File: src/rtl/set_pkg.sv
// Shared definitions for the SET lattice-count host: field widths, mode codes,
// operand bundle and FSM state encoding.
package set_pkg;
    localparam int CENTRAL_W = 24;
    localparam int RADIUS_W  = 12;
    localparam int MODE_W    = 2;
    localparam int CAND_W    = 8;

    localparam logic [1:0] MODE_A    = 2'b00;
    localparam logic [1:0] MODE_AND  = 2'b01;
    localparam logic [1:0] MODE_XOR  = 2'b10;
    localparam logic [1:0] MODE_TWO3 = 2'b11;

    localparam logic [1:0] ST_IDLE  = 2'd0;
    localparam logic [1:0] ST_ISSUE = 2'd1;
    localparam logic [1:0] ST_WAIT  = 2'd2;
    localparam logic [1:0] ST_RESP  = 2'd3;

    typedef struct packed {
        logic [CENTRAL_W-1:0] central;
        logic [RADIUS_W-1:0]  radius;
        logic [MODE_W-1:0]    mode;
    } set_op_t;
endpackage

File: src/rtl/set_job_fifo.sv
// Job descriptor FIFO: power-of-two circular buffer with an occupancy count
// that separates full from empty.
module set_job_fifo #(
    parameter int DEPTH = 4,
    parameter int W     = 8
) (
    input  logic                         clk,
    input  logic                         rst_n,
    input  logic                         push,
    input  logic [W-1:0]                 wdata,
    input  logic                         pop,
    output logic [W-1:0]                 rdata,
    output logic                         full,
    output logic                         empty,
    output logic [$clog2(DEPTH+1)-1:0]   count
);
    localparam int PTR_W = $clog2(DEPTH);
    localparam int CNT_W = $clog2(DEPTH + 1);

    logic [W-1:0]     mem_q [DEPTH];
    logic [PTR_W-1:0] wptr_q, wptr_d;
    logic [PTR_W-1:0] rptr_q, rptr_d;
    logic [CNT_W-1:0] count_q, count_d;
    logic             do_push, do_pop;

    always_comb begin
        do_push = push && !full;
        do_pop  = pop && !empty;
        wptr_d  = wptr_q + PTR_W'(do_push);
        rptr_d  = rptr_q + PTR_W'(do_pop);
        count_d = count_q + CNT_W'(do_push) - CNT_W'(do_pop);
    end

    always_ff @(posedge clk or negedge rst_n) begin
        if (!rst_n) begin
            wptr_q  <= '0;
            rptr_q  <= '0;
            count_q <= '0;
        end else begin
            wptr_q  <= wptr_d;
            rptr_q  <= rptr_d;
            count_q <= count_d;
        end
    end

    // Storage carries no reset; occupancy alone decides what is valid.
    always_ff @(posedge clk) begin
        if (do_push) begin
            mem_q[wptr_q] <= wdata;
        end
    end

    assign rdata = mem_q[rptr_q];
    assign full  = (count_q == CNT_W'(DEPTH));
    assign empty = (count_q == '0);
    assign count = count_q;
endmodule

File: src/rtl/set_host.sv
// Initiator for the SET lattice-count interface: queues jobs, issues them one at a
// time, waits for the done pulse or a timeout, and returns the tagged result.
module set_host
    import set_pkg::*;
#(
    parameter int DEPTH   = 4,
    parameter int TIMEOUT = 1023,
    parameter int TAG_W   = 4
) (
    input  logic                 clk,
    input  logic                 rst_n,
    input  logic                 job_valid,
    output logic                 job_ready,
    input  logic [CENTRAL_W-1:0] job_central,
    input  logic [RADIUS_W-1:0]  job_radius,
    input  logic [MODE_W-1:0]    job_mode,
    input  logic [TAG_W-1:0]     job_tag,
    output logic                 set_en,
    output logic [CENTRAL_W-1:0] set_central,
    output logic [RADIUS_W-1:0]  set_radius,
    output logic [MODE_W-1:0]    set_mode,
    input  logic                 set_busy,
    input  logic                 set_valid,
    input  logic [CAND_W-1:0]    set_candidate,
    output logic                 res_valid,
    input  logic                 res_ready,
    output logic [CAND_W-1:0]    res_candidate,
    output logic [TAG_W-1:0]     res_tag,
    output logic                 res_timeout,
    output logic                 stray_valid,
    output logic                 idle
);
    localparam int CNT_W  = $clog2(TIMEOUT + 1);
    localparam int FCNT_W = $clog2(DEPTH + 1);
    localparam int JOB_W  = $bits(set_op_t) + TAG_W;
    localparam logic [CNT_W-1:0] CNT_LAST = CNT_W'(TIMEOUT - 1);

    logic [1:0]        state_q, state_d;
    logic [CNT_W-1:0]  cnt_q, cnt_d;
    set_op_t           op_q, op_d;
    logic [TAG_W-1:0]  tag_q, tag_d;
    logic [CAND_W-1:0] cand_q, cand_d;
    logic              to_q, to_d;
    logic              stray_q, stray_d;
    logic              idle_q, idle_d;
    logic              push, pop, full, empty;
    logic [FCNT_W-1:0] fcount, fcount_nxt;
    logic [JOB_W-1:0]  head;

    assign push = job_valid && !full;

    set_job_fifo #(
        .DEPTH (DEPTH),
        .W     (JOB_W)
    ) u_fifo (
        .clk   (clk),
        .rst_n (rst_n),
        .push  (push),
        .wdata ({job_central, job_radius, job_mode, job_tag}),
        .pop   (pop),
        .rdata (head),
        .full  (full),
        .empty (empty),
        .count (fcount)
    );

    always_comb begin
        state_d = state_q;
        cnt_d   = cnt_q;
        op_d    = op_q;
        tag_d   = tag_q;
        cand_d  = cand_q;
        to_d    = to_q;
        pop     = 1'b0;
        case (state_q)
            ST_IDLE: begin
                if (!empty && !set_busy) begin
                    pop           = 1'b1;
                    {op_d, tag_d} = head;
                    state_d       = ST_ISSUE;
                end
            end
            ST_ISSUE: begin
                cnt_d   = '0;
                state_d = ST_WAIT;
            end
            ST_WAIT: begin
                // A done pulse on the last allowed cycle still counts as an answer.
                if (set_valid) begin
                    cand_d  = set_candidate;
                    to_d    = 1'b0;
                    state_d = ST_RESP;
                end else if (cnt_q == CNT_LAST) begin
                    cand_d  = '0;
                    to_d    = 1'b1;
                    state_d = ST_RESP;
                end else begin
                    cnt_d = cnt_q + 1'b1;
                end
            end
            ST_RESP: begin
                if (res_ready) begin
                    state_d = ST_IDLE;
                end
            end
            default: state_d = ST_IDLE;
        endcase
        stray_d    = stray_q || (set_valid && (state_q != ST_WAIT));
        // idle is registered from next-state values so it reads 0 while in reset.
        fcount_nxt = fcount + FCNT_W'(push) - FCNT_W'(pop);
        idle_d     = (fcount_nxt == '0) && (state_d == ST_IDLE);
    end

    always_ff @(posedge clk or negedge rst_n) begin
        if (!rst_n) begin
            state_q <= ST_IDLE;
            cnt_q   <= '0;
            op_q    <= '0;
            tag_q   <= '0;
            cand_q  <= '0;
            to_q    <= 1'b0;
            stray_q <= 1'b0;
            idle_q  <= 1'b0;
        end else begin
            state_q <= state_d;
            cnt_q   <= cnt_d;
            op_q    <= op_d;
            tag_q   <= tag_d;
            cand_q  <= cand_d;
            to_q    <= to_d;
            stray_q <= stray_d;
            idle_q  <= idle_d;
        end
    end

    assign job_ready     = !full;
    assign set_en        = (state_q == ST_ISSUE);
    assign set_central   = op_q.central;
    assign set_radius    = op_q.radius;
    assign set_mode      = op_q.mode;
    assign res_valid     = (state_q == ST_RESP);
    assign res_candidate = cand_q;
    assign res_tag       = tag_q;
    assign res_timeout   = to_q;
    assign stray_valid   = stray_q;
    assign idle          = idle_q;
endmodule
File: config.mk
export PLATFORM = sky130hd
export DESIGN_NAME = set_host
export DESIGN_NICKNAME = d
export VERILOG_FILES = /design/src/rtl/set_pkg.sv /design/src/rtl/set_job_fifo.sv /design/src/rtl/set_host.sv
export SDC_FILE = /design/constraint.sdc
export NUM_CORES = 1
export LEC_CHECK = 0
export BUFFER_PORTS_ARGS = -buffer_cell sky130_fd_sc_hd__buf_2
export CAP_MARGIN = 25
export CORE_MARGIN = 2
export CORE_UTILIZATION = 40
export CTS_BUF_LIST = sky130_fd_sc_hd__clkbuf_2 sky130_fd_sc_hd__clkbuf_4 sky130_fd_sc_hd__clkbuf_8
export CTS_CLUSTER_SIZE = 30
export DETAILED_ROUTE_END_ITERATION = 12
export PLACE_DENSITY = 0.63
export SYNTH_ARGS = -nofsm -noshare
export SYNTH_HDL_FRONTEND = slang
export SYNTH_SLANG_ARGS = --single-unit
File: constraint.sdc
create_clock -name clk -period 5.95 [get_ports clk]
set_input_delay 0.8925 -clock clk [delete_from_list [all_inputs] [get_ports clk]]
set_output_delay 0.8925 -clock clk [all_outputs]
set_load 0.01 [all_outputs]
==> results.md <==
- Total clock sinks: 240
- Die H: 156 microns
- Relative slew slack: 37.9%
- CTS max path bufs: 3
- VDD IR max: 0.260 mV
- Worst path arrival time: 3.35 ns
- Tmin final: 2.93 ns
- Initial Util: 40.7%
- Dpl ws: 2.73 ns
- Leakage Power: 4.10 nW
- Hold_buf cts: 0
- RSZ-0062 raised after global routing: no
- Final worst slack: 3.02 ns
- F_max: 0.342 GHz
- PortBufs: 111
- Area contributors post-synth: edfxtp_1, dfrtp_1, mux4_2
- Most used standard cell by instance count after synthesis: edfxtp_1
- Top cells by count, synth: edfxtp_1, dfrtp_1, mux2_2, mux4_2
- Gr ovfl total: 0
- CP required: 6.38 ns
- # setup viols final: 0
- Yosys warning total: 0
- M1 GR Usage: 18.9%
- Global-route wire length before repair: 28000 microns
- Endpoints failing hold: 0
- Ys flop type: edfxtp_1
- Max Cap Viol: 0
- Slew Viols, Final: 0
- Yosys cell types: 40
- Drt wl/cell: 19.3 microns
- PwrDens: 503 mW/mm^2
- CTS Root Buffer Type: clkbuf_8
- Synth Instances: 455
- Routability cong.: 0.766
- Clock-pin slew on the worst setup and hold paths: 0.06 ns
- Crit start category: flop
- GRT Overall Usage: 15.1%
- Register area share after synthesis: 74.4%
- Seq cells post-synth: 240
- Final Cycle Share: 49.2%
- Routed WL: 17700 microns
- Gr busiest metal: met2
- Routed Antenna Nets: 0
- Worst Setup End Kind: flop
- Asr flop ratio synth: 30.0%
- Starting DRC count in detailed routing: 260
- Post-CTS Setup Bufs: 0
- Fin Clk Skew: 0.0343 ns
- Core footprint: 0.0226 sq mm
- Clk_lat worst skew: 0.54 ns
- Mapped Area: 0.00920 sq mm
- Avg Cell Area, Syn: 20.2 sq um
- Outcome: complete, no violations
- Die width: 156 microns
- Cell taking the most area after synthesis: edfxtp_1
- DRT Pass-1 Iters: 4
- Initial antenna violation count: 2
- Via count: 4744
- Share of cells above drive strength 1: 44.9%
- CTS tree: done
- IO Pins: 112
- Number of global-route vias before repair: 5212
- Final net count: 668
- Met3 Use GR: 4.50%
- Slowest stage delay, CP: 0.66 ns
- Crit-path cells: inv_1 > ha_1 > nor3b_4 > xor2_1 > ha_1 > fa_1 > xor2_1 > or3_1 > nor3_1
- Setup TNS: 0 ns
- Type of the worst setup path: reg2reg
- CTS buffer count: 40
- Post-synth EDFFs: 168
- Row count: 55
- Yosys top cell area share: 54.8%
- Pin count of the biggest net entering global routing: 47
- Post-DR vias/cell: 5.17
- Post-cts gate resize count: 0
- Critical Path Fanout Max: 12
- Worst Max-Slew Pin Slew: 0.931 ns
- Synth-to-Final Area Change: 18.7%
- Residual DRC: 0
- Die area: 0.0242 sq mm
- R2r setup slk: 3.02 ns
- Grt met2 use: 25.3%
- Mapped Nets: 523
- Hold crit path type: in2async
- HPWL Detailed: 10400 microns
- # H-tree levels: 2
- Slowest-stage cell, CP: nor3b_4
## per-layer routing
metal | routed length (microns) | up-vias
li1 | - | 2110
met1 | 7210 | 2438
met2 | 8920 | 152
met3 | 1150 | 40
met4 | 351 | 4
met5 | 24 | -
## through the flow
stage	total power [mW]	cell area (sq um)	hold WS, ns	utilization, %	instances
6_report	5.49	10900	0.277	48.4	917
5_1_grt	5.84	10900	0.288	48.4	915
4_1_cts	5.60	10900	0.261	48.4	915
3_5_place_dp	4.13	10100	0.448	44.8	843
3_3_place_gp	4.06	10100	0.433	44.7	842
2_1_floorplan	3.60	9200	0.488	-	455
## layout by cell type, fill, tap and decap left out, types with 2 or more instances in the layout
master,instances
inv_1,9
clkbuf_8,45
a21oi_1,7
nand2_1,7
nand3_1,4
a22o_1,8
nor2b_1,2
edfxtp_1,168
clkbuf_4,19
fa_1,2
buf_2,110
or3_1,7
o31ai_1,5
and4_4,2
and2_1,3
dfrtp_1,70
diode_2,2
clkinv_1,5
xor2_1,5
mux4_2,42
nand2b_1,4
nor2_1,6
ha_1,10
xnor2_1,3
nor3_2,2
buf_4,9
or4_1,3
nand4_1,2
o21ai_0,10
mux2_2,42
## sequential cells by signal, summed over array words and instances, names as in the netlist
| signal | flops |
|---|---|
| u_fifo.wptr_q | 2 |
| res_candidate | 8 |
| u_fifo.count | 3 |
| set_radius | 12 |
| state_q | 2 |
| idle | 1 |
| set_mode | 2 |
| cnt_q | 10 |
| u_fifo.mem_q | 168 |
| res_tag | 4 |
| res_timeout | 1 |
| set_central | 24 |
| stray_valid | 1 |
| u_fifo.rptr_q | 2 |
## final timing paths
kind | cells after the start | startpoint | end
setup / recovery | 9 | state_q[0] | idle
hold / removal | 1 | rst_n | cnt_q[9]
setup reg to reg | 9 | state_q[0] | idle
hold reg to reg | 1 | stray_valid | stray_valid
max in group asynchronous | 2 | rst_n | u_fifo.rptr_q[0]
min in group clk | 1 | stray_valid | stray_valid
## cell families (layout without fill, tap and decap cells)
group	after synthesis	after routing	share of synthesized area (%)
muxes	84	84	15.4
xor gates and xnor gates	8	8	0.762
other	0	2	0
adders and majority gates	12	12	1.80
AOI/OAI and AO/OA	36	36	2.68
buffers and inverters	26	201	1.61
and+or+nand+nor	49	49	3.29
DFF	240	240	74.4
## power by group
group	internal (mW)	total, mW	switching [mW]
Clock	0.815	1.44	0.627
Combinational	0.771	1.49	0.719
Sequential	2.27	2.56	0.292
## critical path, delay by kind of cell (launching register included)
family	cells	cell delay [ns]
xor+xnor	2	0.34
fa+ha+maj	3	0.83
buf+inv	1	0.14
flops	1	0.41
simple gates	3	1.11
## layout make-up
cell class	instances	area (sq um)
inverter	9	33.8
timing repair buffer	120	633
clock buffer	64	762
tap	285	357
sequential	240	6850
multi-input combinational	189	2230
antenna	2	5.00
clock inverter	8	51.3
fill	1950	11600
Power figures use the tool's default switching activity.
